`config.mk`:
```
export PLATFORM = sky130hd
export DESIGN_NAME = ctrl_iseq
export DESIGN_NICKNAME = d
export VERILOG_FILES = /design/src/rtl/ctrl_iseq.sv
export SDC_FILE = /design/constraint.sdc
export NUM_CORES = 1
export LEC_CHECK = 0
export ABC_AREA = 1
export CORE_ASPECT_RATIO = 0.75
export CORE_MARGIN = 2
export CORE_UTILIZATION = 58
export CTS_CLUSTER_SIZE = 16
export DETAILED_ROUTE_END_ITERATION = 12
export GPL_TIMING_DRIVEN = 0
export PLACE_DENSITY = 0.79
export SYNTH_ARGS = -nofsm -noshare
export SYNTH_HDL_FRONTEND = slang
export SYNTH_SLANG_ARGS = --single-unit
```
`constraint.sdc`:
```
create_clock -name clk_i -period 3.3 [get_ports clk_i]
set_input_delay 0.33 -clock clk_i [delete_from_list [all_inputs] [get_ports clk_i]]
set_output_delay 0.33 -clock clk_i [all_outputs]
set_load 0.03 [all_outputs]
```
`src/rtl/ctrl_iseq.sv`:
```
// ctrl_iseq: instruction sequencer feeding ctrl_top's instr_word/iw_valid port.
// On each accepted sample strobe it issues mem[0..n-1] one word at a time, waiting
// for ctrl_top's ptr_req between stages, then pulses done.
// Optional feature macro: CTRL_ISEQ_TIMEOUT_EN (WAIT-state watchdog).
module ctrl_iseq #(
    parameter int REGFILE_ADDR_WIDTH = 3,
    parameter int DATA_ADDR_WIDTH    = 4,
    parameter int PC_WIDTH           = 3,
    parameter int TIMEOUT_CYCLES     = 255,
    localparam int IW = 2 + 2*REGFILE_ADDR_WIDTH + 4*DATA_ADDR_WIDTH
) (
    input  logic                clk_i,
    input  logic                rst_ni,
    input  logic                en_i,
    input  logic                prog_we_i,
    input  logic [PC_WIDTH-1:0] prog_addr_i,
    input  logic [IW-1:0]       prog_data_i,
    input  logic [PC_WIDTH:0]   stage_cnt_i,
    input  logic                smp_strobe_i,
    input  logic                ptr_req_i,
    input  logic                ovr_clr_i,
    output logic [IW-1:0]       instr_word_o,
    output logic                iw_valid_o,
    output logic                busy_o,
    output logic                done_o,
    output logic [PC_WIDTH-1:0] pc_o,
    output logic                overrun_o,
    output logic                timeout_o
);

    localparam int PROG_DEPTH = 2**PC_WIDTH;
    localparam logic [PC_WIDTH:0] DEPTH_C = (PC_WIDTH+1)'(PROG_DEPTH);

    typedef enum logic [1:0] {IDLE, ISSUE, WAIT, FIN} state_e;

    state_e              state_q, state_d;
    logic [PC_WIDTH-1:0] pc_q, pc_d;
    logic [PC_WIDTH:0]   n_q, n_d;
    logic [IW-1:0]       instr_q, instr_d;
    logic                ovr_q, ovr_d;
    logic [IW-1:0]       mem_q [PROG_DEPTH];

    logic                launch;
    logic                last_stage;

    assign launch     = smp_strobe_i && en_i && (stage_cnt_i != '0);
    assign last_stage = ({1'b0, pc_q} == (n_q - 1'b1));

`ifdef CTRL_ISEQ_TIMEOUT_EN
    localparam int WD_W = $clog2(TIMEOUT_CYCLES + 1);
    logic [WD_W-1:0] wd_q, wd_d;
    logic            tmo_q, tmo_d;
`endif

    // Next-state, datapath and sticky-flag logic
    always_comb begin
        state_d = state_q;
        pc_d    = pc_q;
        n_d     = n_q;
        instr_d = instr_q;
        ovr_d   = ovr_q;
`ifdef CTRL_ISEQ_TIMEOUT_EN
        wd_d    = wd_q;
        tmo_d   = tmo_q;
        if (ovr_clr_i) tmo_d = 1'b0;
`endif
        // Clear first so a concurrent set wins
        if (ovr_clr_i) ovr_d = 1'b0;
        if (smp_strobe_i && (state_q != IDLE)) ovr_d = 1'b1;

        case (state_q)
            IDLE: begin
                if (launch) begin
                    n_d     = (stage_cnt_i > DEPTH_C) ? DEPTH_C : stage_cnt_i;
                    pc_d    = '0;
                    // Reads the pre-write word when a write to addr 0 lands this cycle
                    instr_d = mem_q[0];
                    state_d = ISSUE;
                end
            end
            ISSUE: begin
                if (!en_i) begin
                    state_d = IDLE;
                end else begin
                    state_d = WAIT;
`ifdef CTRL_ISEQ_TIMEOUT_EN
                    wd_d    = '0;
`endif
                end
            end
            WAIT: begin
                if (!en_i) begin
                    state_d = IDLE;
                end else if (ptr_req_i) begin
                    if (last_stage) begin
                        state_d = FIN;
                    end else begin
                        pc_d    = pc_q + 1'b1;
                        instr_d = mem_q[pc_q + 1'b1];
                        state_d = ISSUE;
                    end
                end
`ifdef CTRL_ISEQ_TIMEOUT_EN
                else if (wd_q == WD_W'(TIMEOUT_CYCLES - 1)) begin
                    tmo_d   = 1'b1;
                    state_d = IDLE;
                end else begin
                    wd_d = wd_q + 1'b1;
                end
`endif
            end
            FIN: begin
                state_d = IDLE;
            end
            default: state_d = IDLE;
        endcase
    end

    // Control and datapath registers
    always_ff @(posedge clk_i or negedge rst_ni) begin
        if (!rst_ni) begin
            state_q <= IDLE;
            pc_q    <= '0;
            n_q     <= '0;
            instr_q <= '0;
            ovr_q   <= 1'b0;
        end else begin
            state_q <= state_d;
            pc_q    <= pc_d;
            n_q     <= n_d;
            instr_q <= instr_d;
            ovr_q   <= ovr_d;
        end
    end

`ifdef CTRL_ISEQ_TIMEOUT_EN
    // Watchdog counter and sticky timeout flag
    always_ff @(posedge clk_i or negedge rst_ni) begin
        if (!rst_ni) begin
            wd_q  <= '0;
            tmo_q <= 1'b0;
        end else begin
            wd_q  <= wd_d;
            tmo_q <= tmo_d;
        end
    end
    assign timeout_o = tmo_q;
`else
    assign timeout_o = 1'b0;
`endif

    // Instruction memory: not reset, writable only while idle
    always_ff @(posedge clk_i) begin
        if (prog_we_i && (state_q == IDLE)) mem_q[prog_addr_i] <= prog_data_i;
    end

    assign instr_word_o = instr_q;
    assign iw_valid_o   = (state_q == ISSUE);
    assign done_o       = (state_q == FIN);
    assign busy_o       = (state_q != IDLE);
    assign pc_o         = pc_q;
    assign overrun_o    = ovr_q;

endmodule
```
After elaboration in Yosys (flattened, before gate mapping)
Memory sizes are Yosys's and may differ from the RTL's.
Index checks and enable logic that the tools add are counted.
- add/sub/neg operators: 2
- multiply operators: 0
- divide/modulo/power cells: 0
- order comparisons: 1
- equality and inequality tests: 9
- shift operators: 0
- multiplexer cells: 21
- bitwise operators: 0
- reductions and logical operators: 12
- operator list (operator ; number):
    $mux 24 ; 4
    $pmux 24 s2 ; 1
    $mux 3 ; 4
    $mux 2 ; 5
    $ne 2x2->1 const B ; 4
    $pmux 2 s4 ; 1
    $pmux 3 s2 ; 1
    $reduce_bool 2->1 ; 3
    $reduce_and 5->1 ; 1
    $eq 2x2->1 const B ; 2
    $eq 3x4->1 ; 1
    $gt 4x4->1 const B ; 1
    $logic_and 1x1->1 ; 4
    $mux 1 ; 4
    $mux 4 ; 1
    $reduce_and 2->1 ; 2
    $reduce_bool 4->1 ; 1
    $sub 4x1->4 const B ; 1
    $add 3x1->3 const B ; 1
    $ne 3x3->1 const B ; 1
    $eq 2x1->1 const B ; 1
    $logic_not 2->1 ; 1
- flip-flop bits (word level): 34
- latch bits: 0
- memory bits (writable): 192
- ROM bits: 0
- memories: 1
- memories (name ; words ; bits a word ; rd ports ; clocked after Yosys merged registers in ; wr ports ; RTL line ; source):
    mem_q ; 8 ; 24 ; 2 ; 0 ; 1 ; 41 ; logic [IW-1:0] mem_q [PROG_DEPTH];

Longest topological paths before layout
Gate-level depths: netlist (run 1).
- word-level depth: 6
- depth in mapped cells: 13
- gate-level depth less buffers: 12

Worst setup path before layout (run 1)
Ideal clock, no wire load.
- path type: register to register
- start: reg state_q[1]
- end: mem mem_q[0][0] (netlist bit), enable pin
- library setup time: 0.405 ns
- arrival: 2.009 ns
- slack: 0.886 ns
- stages on the path, launching flop included: 6
- cell sequence: dfrtp_1 nor2_1 inv_1 nor2_1 nand2_1 nor2_1
- cells in the longest elaborated chain, start to end: 4
- RTL lines (item ; RTL line ; source):
    start: declaration ; 36 ; state_e state_q, state_d;
    start signal: assignment ; 128 ; state_q <= state_d;
    $logic_not 2->1 ; 154 ; if (prog_we_i && (state_q == IDLE)) mem_q[prog_addr_i] <= prog_data_i;
    $logic_and 1x1->1 ; 154 ;
    $mux 1 ; 154 ;
    $mux 1 (not written as such) ; 154 ;
    end: declaration ; 41 ;
No other way between the ends.

Final worst setup path (run 1)
- start: reg pc_q[0], in the netlist pc_o[0]
- end: reg instr_q[1], in the netlist instr_word_o[1]
- cells in the longest elaborated chain, start to end: 6
- elaborated cells on any way between the ends: 9
- those cells by class: 1 x add/sub; 2 x eq/ne; 4 x mux; 1 x reduce/logical; 1 x memory
- RTL lines (item ; RTL line ; source):
    start: declaration ; 37 ; logic [PC_WIDTH-1:0] pc_q, pc_d;
    start signal: assignment ; 129 ; pc_q <= pc_d;
    $add 3x1->3 ; 99 ; instr_d = mem_q[pc_q + 1'b1];
    $mem_v2 8x24 ; n/a ;
    $mux 24 ; 95 ; if (last_stage) begin
    $mux 24 ; 94 ; end else if (ptr_req_i) begin
    $mux 24 ; 92 ; if (!en_i) begin
    $pmux 24 s2 ; 71 ; case (state_q)
    end signal: assignment ; 131 ; instr_q <= instr_d;
    end: declaration ; 39 ; logic [IW-1:0] instr_q, instr_d;
Several ways; a longest one is shown, not always the timed one. The select of a mux whose other input is x is not followed.
A chain may end at the register's enable or synchronous reset.

==> key figures, run 1 <==
Pwr
  • Gate power share: 35.9%
  • Switching Fraction: ~37%
  • Maximum vdd drop: just over 0.5 mV
  • Power Dens Cells: 824 nW/µm²
  • Clock share of power: around 26%
  • Reg power frac: a little under two fifths
  • Internal power: 5.78 mW
  • Leak: 4.36 nW
  • Net Switching: 3.38 mW

Placed design
  • Port Buf Inserts: between 60 and 70
  • DP HPWL: 14,500 µm
  • DP Area: 10,400 µm²
  • Gp weighted congestion: 0.843

Drt
  • Uppermost layer routed: met4
  • Detail Route met2 WL: 10,200 µm
  • Final wirelength: 22,600 µm
  • Met3 routed WL: 2100 µm
  • DR vias/cell: 5.56
  • DRC: 0
  • Met1 WL: 9600 µm
  • Vias post-DR: 6,732
  • Detail Route Antenna Nets: 0
  • 1st-pass router iterations: 5
  • Detailed Route Iter0 Violations: roughly 850
  • Wirelength per Cell: around 19 µm

CTS
  • Postcts setup bufs: 0
  • TritonCTS buffer count: 22
  • Root Buffer: clkbuf_16
  • Hold Buf Count CTS: 1
  • Post-CTS sizing: 0
  • Clock Path Buffers: 3
  • Clock sinks: 226
  • Clock latency on the worst-skew pair: about 0.50 ns
  • CTS tree: done
  • Htree depth: 1
  • Clock transition at path regs: 0.06 ns

Global routing
  • Initial antenna violation count: 0
  • Vias in the first global route: approximately 6,400
  • First-pass GRT wire length: between 30,000 and 40,000 µm
  • Grt ovf: 0
  • Largest net degree at the start of global routing: 35
  • Total GRT Usage: 26.9%

Floorplan
  • Core Box Area: 16,000 µm²
  • Ports: 70
  • Die ar.: roughly 17,000 µm²
  • Die X: 151 µm
  • Rows: 40
  • Die Ht: 114 µm
  • Initial core utilization: 59.1%

Setup path
  • CP required: 3.74 ns
  • Arr. time, crit path: slightly below 3 ns
  • Crit path kind: reg2reg
  • Worst path cell trace: ha_1 > buf_2 > clkbuf_1 > o21ai_0 > o21ai_0 > nand2_1 > nand3_1 > nand2_1 > nand2_1
  • Critical Path Fanout Max: 10
  • Critical Path End Type: flop
  • WP buf/inv: 2
  • CP delay by family, top: buffers and inverters
  • Slowest-stage cell, CP: dfrtp_1
  • Reg2reg setup slack: 0.81 ns
  • Worst path max stage delay: ~0.50 ns
  • Crit start category: flop
  • Most used cell, CP: nand2_1

Logic synthesis
  • Synth cell types: 21
  • Synth Flop Type: edfxtp_1
  • Yosys Warn Count: 0
  • Post-synthesis sequential area ratio: 70.1%
  • Number of flops mapped to enable cells by yosys: 192
  • Mapped Area: ~9400 µm²
  • Synthesized instance count: 893
  • FF+latch count, synth: approximately 230
  • Syn_area_per_cell: 10.6 µm²
  • Ys async rst share: 15.0%
  • Syn_nets: 933

STA
  • Crit path time final: between 2 and 2.5 ns
  • Max Slew Vio Count: 0
  • Final setup fails: 0
  • Hold Fails Final Rpt: 0
  • Max-slew headroom: 37.9%
  • Worst Max-Slew Pin Slew: 0.930 ns
  • Max Fclk: approximately 0.40 GHz
  • Final hold slack: 0.418 ns
  • Fin crit share: 75.4%
  • RSZ-0062 raised after global routing: no
  • Setup Skew: 0.00656 ns

Cells and area
  • Fin area: roughly 11,000 µm²
  • Nets: 1,026
  • ANT cells: 0
  • Share of layout cells above drive strength 1: 6.49%
  • Synth-to-Final Area Change: 17.8%
  • Number of fill cells in the layout: around 1,100

Min path
  • Worst min path class: in2reg

Job
  • Max-cap violation count: 0

Run status
  • Outcome: finished clean
routing by layer:
layer | up-vias | track usage (%)
li1 | 3169 | -
met1 | 3164 | 39.4
met2 | 349 | 41.8
met3 | 50 | 3.94
met4 | 0 | 9.35
met5 | - | 0
worst paths after layout:
kind / startpoint / end / cells past startpoint
worst max-delay path: pc_o[0]$_DFFE_PN0P_ / instr_word_o[1]$_DFFE_PN0P_ / 9
worst min-delay path: ovr_clr_i / overrun_o$_DFFE_PN0P_ / 2
worst max register to register: pc_o[0]$_DFFE_PN0P_ / instr_word_o[1]$_DFFE_PN0P_ / 9
worst min register to register: instr_word_o[17]$_DFFE_PN0P_ / instr_word_o[17]$_DFFE_PN0P_ / 2
max in group asynchronous: rst_ni / instr_word_o[17]$_DFFE_PN0P_ / 2
min in group asynchronous: rst_ni / n_q[2]$_DFFE_PN0P_ / 2
power by group through the flow:
stage	logic (mW)	clock network (mW)	registers, mW
finish	3.29	2.36	3.51
global route	3.59	2.48	3.54
floorplan	1.74	0	3.84
detailed placement	3.23	0	3.57
CTS	3.25	2.37	3.51
global placement	3.13	0	3.57
cells in the final DEF, fill, tap and decap left out, types with 2 or more instances in the layout:
master	count
a21oi_1	2
buf_1	3
buf_2	18
buf_4	3
buf_6	3
clkbuf_1	28
clkbuf_16	23
clkdlybuf4s50_1	67
clkinv_1	3
clkinv_2	3
dfrtp_1	34
edfxtp_1	192
ha_1	2
inv_1	33
inv_2	2
nand2_1	303
nand2_4	2
nand3_1	57
nor2_1	121
nor2_4	8
o211ai_1	13
o21ai_0	74
flip-flops by register name (all words and copies together) (netlist names):
register / count
mem_q: 192
state_q: 2
overrun_o: 1
instr_word_o: 24
pc_o: 3
n_q: 4
through the flow:
step	setup WS (ns)	cells	power [mW]	setup TNS (ns)	utilization, %
after CTS	0.872	1211	9.12	0	69.6
after detailed placement	0.893	1171	6.80	0	65.3
final	0.811	1211	9.16	0	69.6
after global placement	-0.188	1171	6.70	-20.37	65.0
after global routing	0.728	1211	9.61	0	69.6
after floorplan	0.886	893	5.59	0	-
cell usage after synthesis (2+ instances only):
cell | n | share of area (%)
ha_1 | 2 | 0.27
nand3_1 | 57 | 3.0
dfrtp_1 | 34 | 9.0
buf_1 | 3 | 0.12
nand2_1 | 303 | 12
inv_1 | 33 | 1.3
o211ai_1 | 13 | 1.0
buf_6 | 3 | 0.36
nor2_1 | 129 | 5.1
nand2_4 | 2 | 0.24
inv_2 | 2 | 0.080
buf_4 | 3 | 0.24
buf_2 | 17 | 0.90
a21oi_1 | 2 | 0.11
o21ai_0 | 74 | 3.9
clkbuf_1 | 20 | 0.80
edfxtp_1 | 192 | 61
final cells by class:
| type | count | area (µm²) | share of cell area (%) |
|---|---|---|---|
| Buffer | 46 | 228 | 2.05 |
| Clock buffer | 31 | 606 | 5.45 |
| Clock inverter | 8 | 63.8 | 0.574 |
| Inverter | 35 | 131 | 1.18 |
| Multi-Input combinational cell | 586 | 2520 | 22.7 |
| Sequential cell | 226 | 6620 | 59.5 |
| Tap cell | 210 | 263 | 2.36 |
| Timing Repair Buffer | 69 | 686 | 6.17 |
cells by family (layout without fill, tap and decap cells):
kind of cell / count (synthesis) / count (layout) / share of synthesized area [%]
adders and majority gates: 2 / 2 / 0.265
and+or+nand+nor: 493 / 493 / 20.6
buffers and inverters: 81 / 189 / 3.81
AOI/OAI and AO/OA: 89 / 89 / 5.07
other: 1 / 1 / 0.0398
xor gates and xnor gates: 1 / 1 / 0.0929
DFF: 226 / 226 / 70.1
Note: power is estimated with default switching activity, not from simulation.
==> inputs of run 2 (changes only) <==
==> constraint.sdc (replaced) <==
create_clock -name clk_i -period 2.5 [get_ports clk_i]
set_input_delay 0.25 -clock clk_i [delete_from_list [all_inputs] [get_ports clk_i]]
set_output_delay 0.25 -clock clk_i [all_outputs]
set_load 0.03 [all_outputs]
==> run 2 against run 1 <==
  * First-iteration DRC count grew 6.0%
  * Critical path depth grew 1
  * Flip-flop and latch count is the same
  * Cell count is essentially flat
  * Routed wire length grew 0.58%
  * Global-route usage is the same
  * Critical path type unchanged
  * Largest power group unchanged
==> key figures, run 2 (synthesis gave the netlist of run 1 again) <==
Placed design
  • Pre-CTS setup slack: 0.108 ns (was 0.893 ns)
  • DP Area: 10,400 µm² (unchanged)
  • Gp weighted congestion: 0.843 (unchanged)
  • Port Buf Inserts: 68 (unchanged)
  • DP HPWL: 14,500 µm (unchanged)

Cells and area
  • Fin area: 11,100 µm² (about the same)
  • Synth-to-Final Area Change: 17.8% (about the same)
  • Most frequent cells in the layout: 303 x nand2_1, 192 x edfxtp_1, 121 x nor2_1 (unchanged)
  • Share of layout cells above drive strength 1: 6.70% (was 6.49%)
  • Fin util: 69.6% (about the same)
  • ANT cells: 0 (unchanged)
  • Most common cell after layout, fill and taps aside: nand2_1 (unchanged)
  • Largest register FFs: 192 (unchanged)
  • Number of fill cells in the layout: 1,112 (was 1,111)
  • Most flops, register: mem_q (unchanged)
  • Nets: 1,025 (was 1,026)

Pwr
  • Power Dens Cells: 1090 nW/µm² (was 824 nW/µm²)
  • Leak: 4.36 nW (about the same)
  • Pwr Total: 12.1 mW (was 9.16 mW)
  • Maximum vdd drop: 0.667 mV (was 0.507 mV)

CTS
  • TritonCTS buffer count: 22 (unchanged)
  • Clock sinks: 226 (unchanged)
  • CTS tree: done (unchanged)
  • Root Buffer: clkbuf_16 (unchanged)
  • Htree depth: 1 (unchanged)
  • Clock transition at path regs: 0.06 ns (about the same)
  • Clock Path Buffers: 3 (unchanged)
  • Clock latency on the worst-skew pair: 0.50 ns (about the same)

Floorplan
  • Die X: 151 µm (unchanged)
  • Ports: 70 (unchanged)
  • Die ar.: 17,300 µm² (unchanged)
  • Initial core utilization: 59.1% (unchanged)
  • Die Ht: 114 µm (unchanged)
  • Rows: 40 (unchanged)
  • Core Box Area: 16,000 µm² (unchanged)

Run status
  • Outcome: finished clean (unchanged)

Global routing
  • Grt ovf: 0 (unchanged)
  • First-pass GRT wire length: 34,400 µm (unchanged)
  • Total GRT Usage: 26.9% (unchanged)
  • Vias in the first global route: 6,364 (unchanged)
  • Largest net degree at the start of global routing: 35 (unchanged)
  • Initial antenna violation count: 0 (unchanged)

Setup path
  • Arr. time, crit path: 2.76 ns (was 2.93 ns)
  • Critical Path End Type: flop (unchanged)
  • Reg2reg setup slack: 0.12 ns (was 0.81 ns)
  • Crit start category: flop (unchanged)
  • Critical Path Fanout Max: 10 (unchanged)
  • Crit path kind: reg2reg (unchanged)
  • CP required: 2.89 ns (was 3.74 ns)

STA
  • Max Slew Vio Count: 0 (unchanged)
  • Setup Skew: 0.00689 ns (was 0.00656 ns)
  • Fin crit share: 95.2% (was 75.4%)
  • Max-slew headroom: 36.8% (was 37.9%)
  • Final worst slack: 0.121 ns (was 0.811 ns)
  • Max Fclk: 0.420 GHz (was 0.402 GHz)
  • Hold Fails Final Rpt: 0 (unchanged)
  • RSZ-0062 raised after global routing: no (unchanged)
  • Worst Max-Slew Pin Slew: 0.945 ns (was 0.930 ns)
  • Final setup fails: 0 (unchanged)
  • Crit path time final: 2.38 ns (was 2.49 ns)

Drt
  • DR vias/cell: 5.61 (was 5.56)
  • Wirelength per Cell: 18.7 µm (was 18.6 µm)
  • Detail Route Antenna Nets: 0 (unchanged)
  • Vias post-DR: 6,794 (was 6,732)
  • DRC: 0 (unchanged)
  • 1st-pass router iterations: 5 (unchanged)
  • Final wirelength: 22,700 µm (was 22,600 µm)
  • Detailed Route Iter0 Violations: 900 (was 849)

Min path
  • Worst min path class: in2reg (unchanged)

Job
  • Max-cap violation count: 0 (unchanged)
## run 2: cell types whose count changed in the layout (fill, tap and decap cells not counted), sizes merged
cell and change:
buf -1
## run 2: metrics by stage
stage	setup TNS, ns	std cells	hold WS [ns]
floorplan	0	893	-0.0456
global placement	-158.61	1171	0.492
detailed placement	0	1171	0.360
CTS	0	1211	0.345
global route	0	1210	0.348
finish	0	1210	0.339
## run 2: critical path, stage by stage, from the launching register on
cell	delay, ns
dfrtp_1	0.50
ha_1	0.42
inv_1	0.12
buf_1	0.55
nor2_1	0.11
o21ai_0	0.13
nand2_1	0.08
nand2_1	0.06
nand3_1	0.13
nand2_1	0.10
nand2_1	0.05
## run 2: per-layer routing
layer  GRT usage (%)  vias up  share of wire, %
li1                -     3170                 -
met1            39.4     3178                41
met5               0        -                 0
met3            3.94       54                10
met2            41.8      392                45
met4            9.35        0               3.1
## run 2: path summary, 6_finish.rpt
kind / end / depth (start not counted) / from
max in group asynchronous: instr_word_o[17]$_DFFE_PN0P_ / 2 / rst_ni
min in group asynchronous: n_q[2]$_DFFE_PN0P_ / 2 / rst_ni
setup / recovery: instr_word_o[18]$_DFFE_PN0P_ / 10 / pc_o[0]$_DFFE_PN0P_
hold reg to reg: instr_word_o[17]$_DFFE_PN0P_ / 2 / instr_word_o[17]$_DFFE_PN0P_
setup reg to reg: instr_word_o[18]$_DFFE_PN0P_ / 10 / pc_o[0]$_DFFE_PN0P_
hold / removal: overrun_o$_DFFE_PN0P_ / 2 / ovr_clr_i
## run 2: cell type report
cell class | instances | area [µm²] | share of cell area (%)
clock inverter | 8 | 63.8 | 0.574
inverter | 35 | 131 | 1.18
sequential | 226 | 6620 | 59.6
tap | 210 | 263 | 2.37
clock buffer | 31 | 606 | 5.45
multi-input combinational | 586 | 2520 | 22.7
buffer | 45 | 226 | 2.04
timing repair buffer | 69 | 686 | 6.17
## run 2: timing repair
item                       4_1_cts  5_1_grt
setup endpoints to repair        0       11
setup buffers                    0        0
hold buffers                     1        0
gates resized for setup          0        4
hold endpoints to repair        34        0
## run 2: power breakdown
| group | leakage [nW] | switching (mW) | total [mW] | internal, mW |
|---|---|---|---|---|
| Sequential | 2.17 | 0.176 | 4.63 | 4.46 |
| Combinational | 1.88 | 2.97 | 4.34 | 1.38 |
| Clock | 0.324 | 1.32 | 3.11 | 1.79 |
==> inputs of run 3 (changes only) <==
--- a/config.mk
+++ b/config.mk
@@ -16,3 +16,4 @@
 export SYNTH_ARGS = -nofsm -noshare
 export SYNTH_HDL_FRONTEND = slang
 export SYNTH_SLANG_ARGS = --single-unit
+export TNS_END_PERCENT = 5
==> run 3 against run 2 <==
  * Fmax shrank 3.1%
  * Critical path depth is the same
  * Critical endpoint is now instr_word_o[0]$_DFFE_PN0P_
  * Critical path type unchanged
  * Cell area is essentially flat
==> key figures, run 3 (synthesis gave the netlist of run 1 again) <==
Run status
  • Outcome: finished clean (unchanged)

Setup path
  • CP required: 2.89 ns (about the same)
  • Crit path kind: reg2reg (unchanged)
  • CP delay by family, top: buffers and inverters (unchanged)
  • WP buf/inv: 2 (unchanged)
  • Slowest-stage cell, CP: clkbuf_1 (was buf_1)
  • Most used cell, CP: nand2_1 (unchanged)
  • Critical Path Fanout Max: 10 (unchanged)
  • Worst path cell trace: ha_1 > inv_1 > clkbuf_1 > nor2_1 > o21ai_0 > nand2_1 > nand2_1 > nand3_1 > nand2_1 > nand2_1 (was ha_1 > inv_1 > buf_1 > nor2_1 > o21ai_0 > nand2_1 > nand2_1 > nand3_1 > nand2_1 > nand2_1)
  • Crit start category: flop (unchanged)
  • Worst path max stage delay: 0.63 ns (was 0.55 ns)
  • Arr. time, crit path: 2.84 ns (was 2.76 ns)
  • Critical Path End Type: flop (unchanged)

STA
  • Setup TNS: 0 ns (unchanged)
  • RSZ-0062 raised after global routing: yes (was no)
  • Max-slew headroom: 38.2% (was 36.8%)
  • Crit path time final: 2.45 ns (was 2.38 ns)
  • Max Fclk: 0.407 GHz (was 0.420 GHz)
  • Final setup fails: 0 (unchanged)
  • Hold Fails Final Rpt: 0 (unchanged)
  • Final worst slack: 0.0459 ns (was 0.121 ns)
  • Setup Skew: 0.00590 ns (was 0.00689 ns)
  • Max Slew Vio Count: 0 (unchanged)
  • Worst Max-Slew Pin Slew: 0.925 ns (was 0.945 ns)
  • Final hold slack: 0.337 ns (was 0.339 ns)
  • Fin crit share: 98.2% (was 95.2%)

Cells and area
  • Synth-to-Final Area Change: 17.8% (about the same)
  • Fin util: 69.6% (about the same)
  • ANT cells: 0 (unchanged)
  • Largest register FFs: 192 (unchanged)
  • Share of layout cells above drive strength 1: 6.69% (was 6.70%)
  • Most common cell after layout, fill and taps aside: nand2_1 (unchanged)
  • Most frequent cells in the layout: 303 x nand2_1, 192 x edfxtp_1, 121 x nor2_1 (unchanged)
  • Most flops, register: mem_q (unchanged)
  • Nets: 1,026 (was 1,025)
  • Fin area: 11,100 µm² (about the same)

Pwr
  • Net Switching: 4.47 mW (about the same)
  • Reg power frac: 38.3% (about the same)
  • Gate power share: 35.9% (about the same)
  • Maximum vdd drop: 0.670 mV (was 0.667 mV)
  • Leak: 4.37 nW (was 4.36 nW)
  • Power Dens Cells: 1090 nW/µm² (about the same)
  • Internal power: 7.63 mW (about the same)
  • Switching Fraction: 36.9% (about the same)
  • Clock share of power: 25.8% (about the same)

Drt
  • Met3 routed WL: 2410 µm (was 2360 µm)
  • Detail Route Antenna Nets: 0 (unchanged)
  • DR vias/cell: 5.60 (was 5.61)
  • Final wirelength: 22,600 µm (was 22,700 µm)
  • Wirelength per Cell: 18.7 µm (about the same)
  • Detailed Route Iter0 Violations: 876 (was 900)
  • Vias post-DR: 6,786 (was 6,794)
  • Uppermost layer routed: met4 (unchanged)
  • Met1 WL: 9430 µm (was 9390 µm)
  • Detail Route met2 WL: 10,100 µm (was 10,200 µm)
  • 1st-pass router iterations: 5 (unchanged)
  • DRC: 0 (unchanged)

Floorplan
  • Die X: 151 µm (unchanged)
  • Core Box Area: 16,000 µm² (unchanged)
  • Die Ht: 114 µm (unchanged)
  • Rows: 40 (unchanged)
  • Initial core utilization: 59.1% (unchanged)
  • Die ar.: 17,300 µm² (unchanged)
  • Ports: 70 (unchanged)

CTS
  • Clock transition at path regs: 0.06 ns (about the same)
  • Clock latency on the worst-skew pair: 0.50 ns (about the same)
  • TritonCTS buffer count: 22 (unchanged)
  • Clock Path Buffers: 3 (unchanged)
  • Htree depth: 1 (unchanged)
  • CTS tree: done (unchanged)
  • Clock sinks: 226 (unchanged)
  • Root Buffer: clkbuf_16 (unchanged)

Placed design
  • DP Area: 10,400 µm² (unchanged)
  • Port Buf Inserts: 68 (unchanged)
  • Pre-CTS setup slack: 0.108 ns (unchanged)
  • DP HPWL: 14,500 µm (unchanged)
  • Gp weighted congestion: 0.843 (unchanged)

Global routing
  • Vias in the first global route: 6,364 (unchanged)
  • Initial antenna violation count: 0 (unchanged)
  • Largest net degree at the start of global routing: 35 (unchanged)
  • Total GRT Usage: 26.9% (unchanged)
  • Grt ovf: 0 (unchanged)
  • First-pass GRT wire length: 34,400 µm (unchanged)

Min path
  • Worst min path class: in2reg (unchanged)

Job
  • Max-cap violation count: 0 (unchanged)
-- run 3: power by group through the flow --
stage	registers, mW	clock network (mW)	logic (mW)
final	4.63	3.12	4.35
after global routing	4.67	3.27	4.75
after CTS	4.63	3.12	4.28
after detailed placement	4.71	0	4.26
after global placement	4.71	0	4.13
after floorplan	5.07	0	2.30
-- run 3: final timing paths --
| path | slack [ns] | from | endpoint | depth (start not counted) |
|---|---|---|---|---|
| worst max-delay path | 0.05 | pc_o[0]$_DFFE_PN0P_ | instr_word_o[0]$_DFFE_PN0P_ | 10 |
| worst min-delay path | 0.34 | ovr_clr_i | overrun_o$_DFFE_PN0P_ | 2 |
| worst max register to register | 0.05 | pc_o[0]$_DFFE_PN0P_ | instr_word_o[0]$_DFFE_PN0P_ | 10 |
| worst min register to register | 0.50 | instr_word_o[17]$_DFFE_PN0P_ | instr_word_o[17]$_DFFE_PN0P_ | 2 |
| max in group asynchronous | 1.63 | rst_ni | instr_word_o[17]$_DFFE_PN0P_ | 2 |
| min in group asynchronous | 0.37 | rst_ni | n_q[2]$_DFFE_PN0P_ | 2 |
-- run 3: repair_timing --
item,in CTS,in global routing
buffers inserted,0,0
gates resized for setup,0,3
hold buffers,1,0
setup endpoints to repair,0,11
hold endpoints to repair,34,0
-- run 3: cell type report --
| cell class | instances | area (µm²) |
|---|---|---|
| flip-flops and latches | 226 | 6620 |
| repair buffers | 69 | 686 |
| multi-input cells | 586 | 2520 |
| clock buffers | 31 | 606 |
| inverters | 35 | 131 |
| fillers | 1111 | 4850 |
| plain buffers | 46 | 230 |
| well taps | 210 | 263 |
| clock inverters | 8 | 63.8 |
-- run 3: layer usage --
metal	up-vias	GRT usage [%]
li1	3167	-
met1	3179	39.4
met2	383	41.8
met3	57	3.94
met4	0	9.35
met5	-	0
-- run 3: stage by stage --
| step | power [mW] | std cells |
|---|---|---|
| after global placement | 8.84 | 1171 |
| after floorplan | 7.37 | 893 |
| after global routing | 12.7 | 1211 |
| final | 12.1 | 1211 |
| after CTS | 12.0 | 1211 |
| after detailed placement | 8.98 | 1171 |
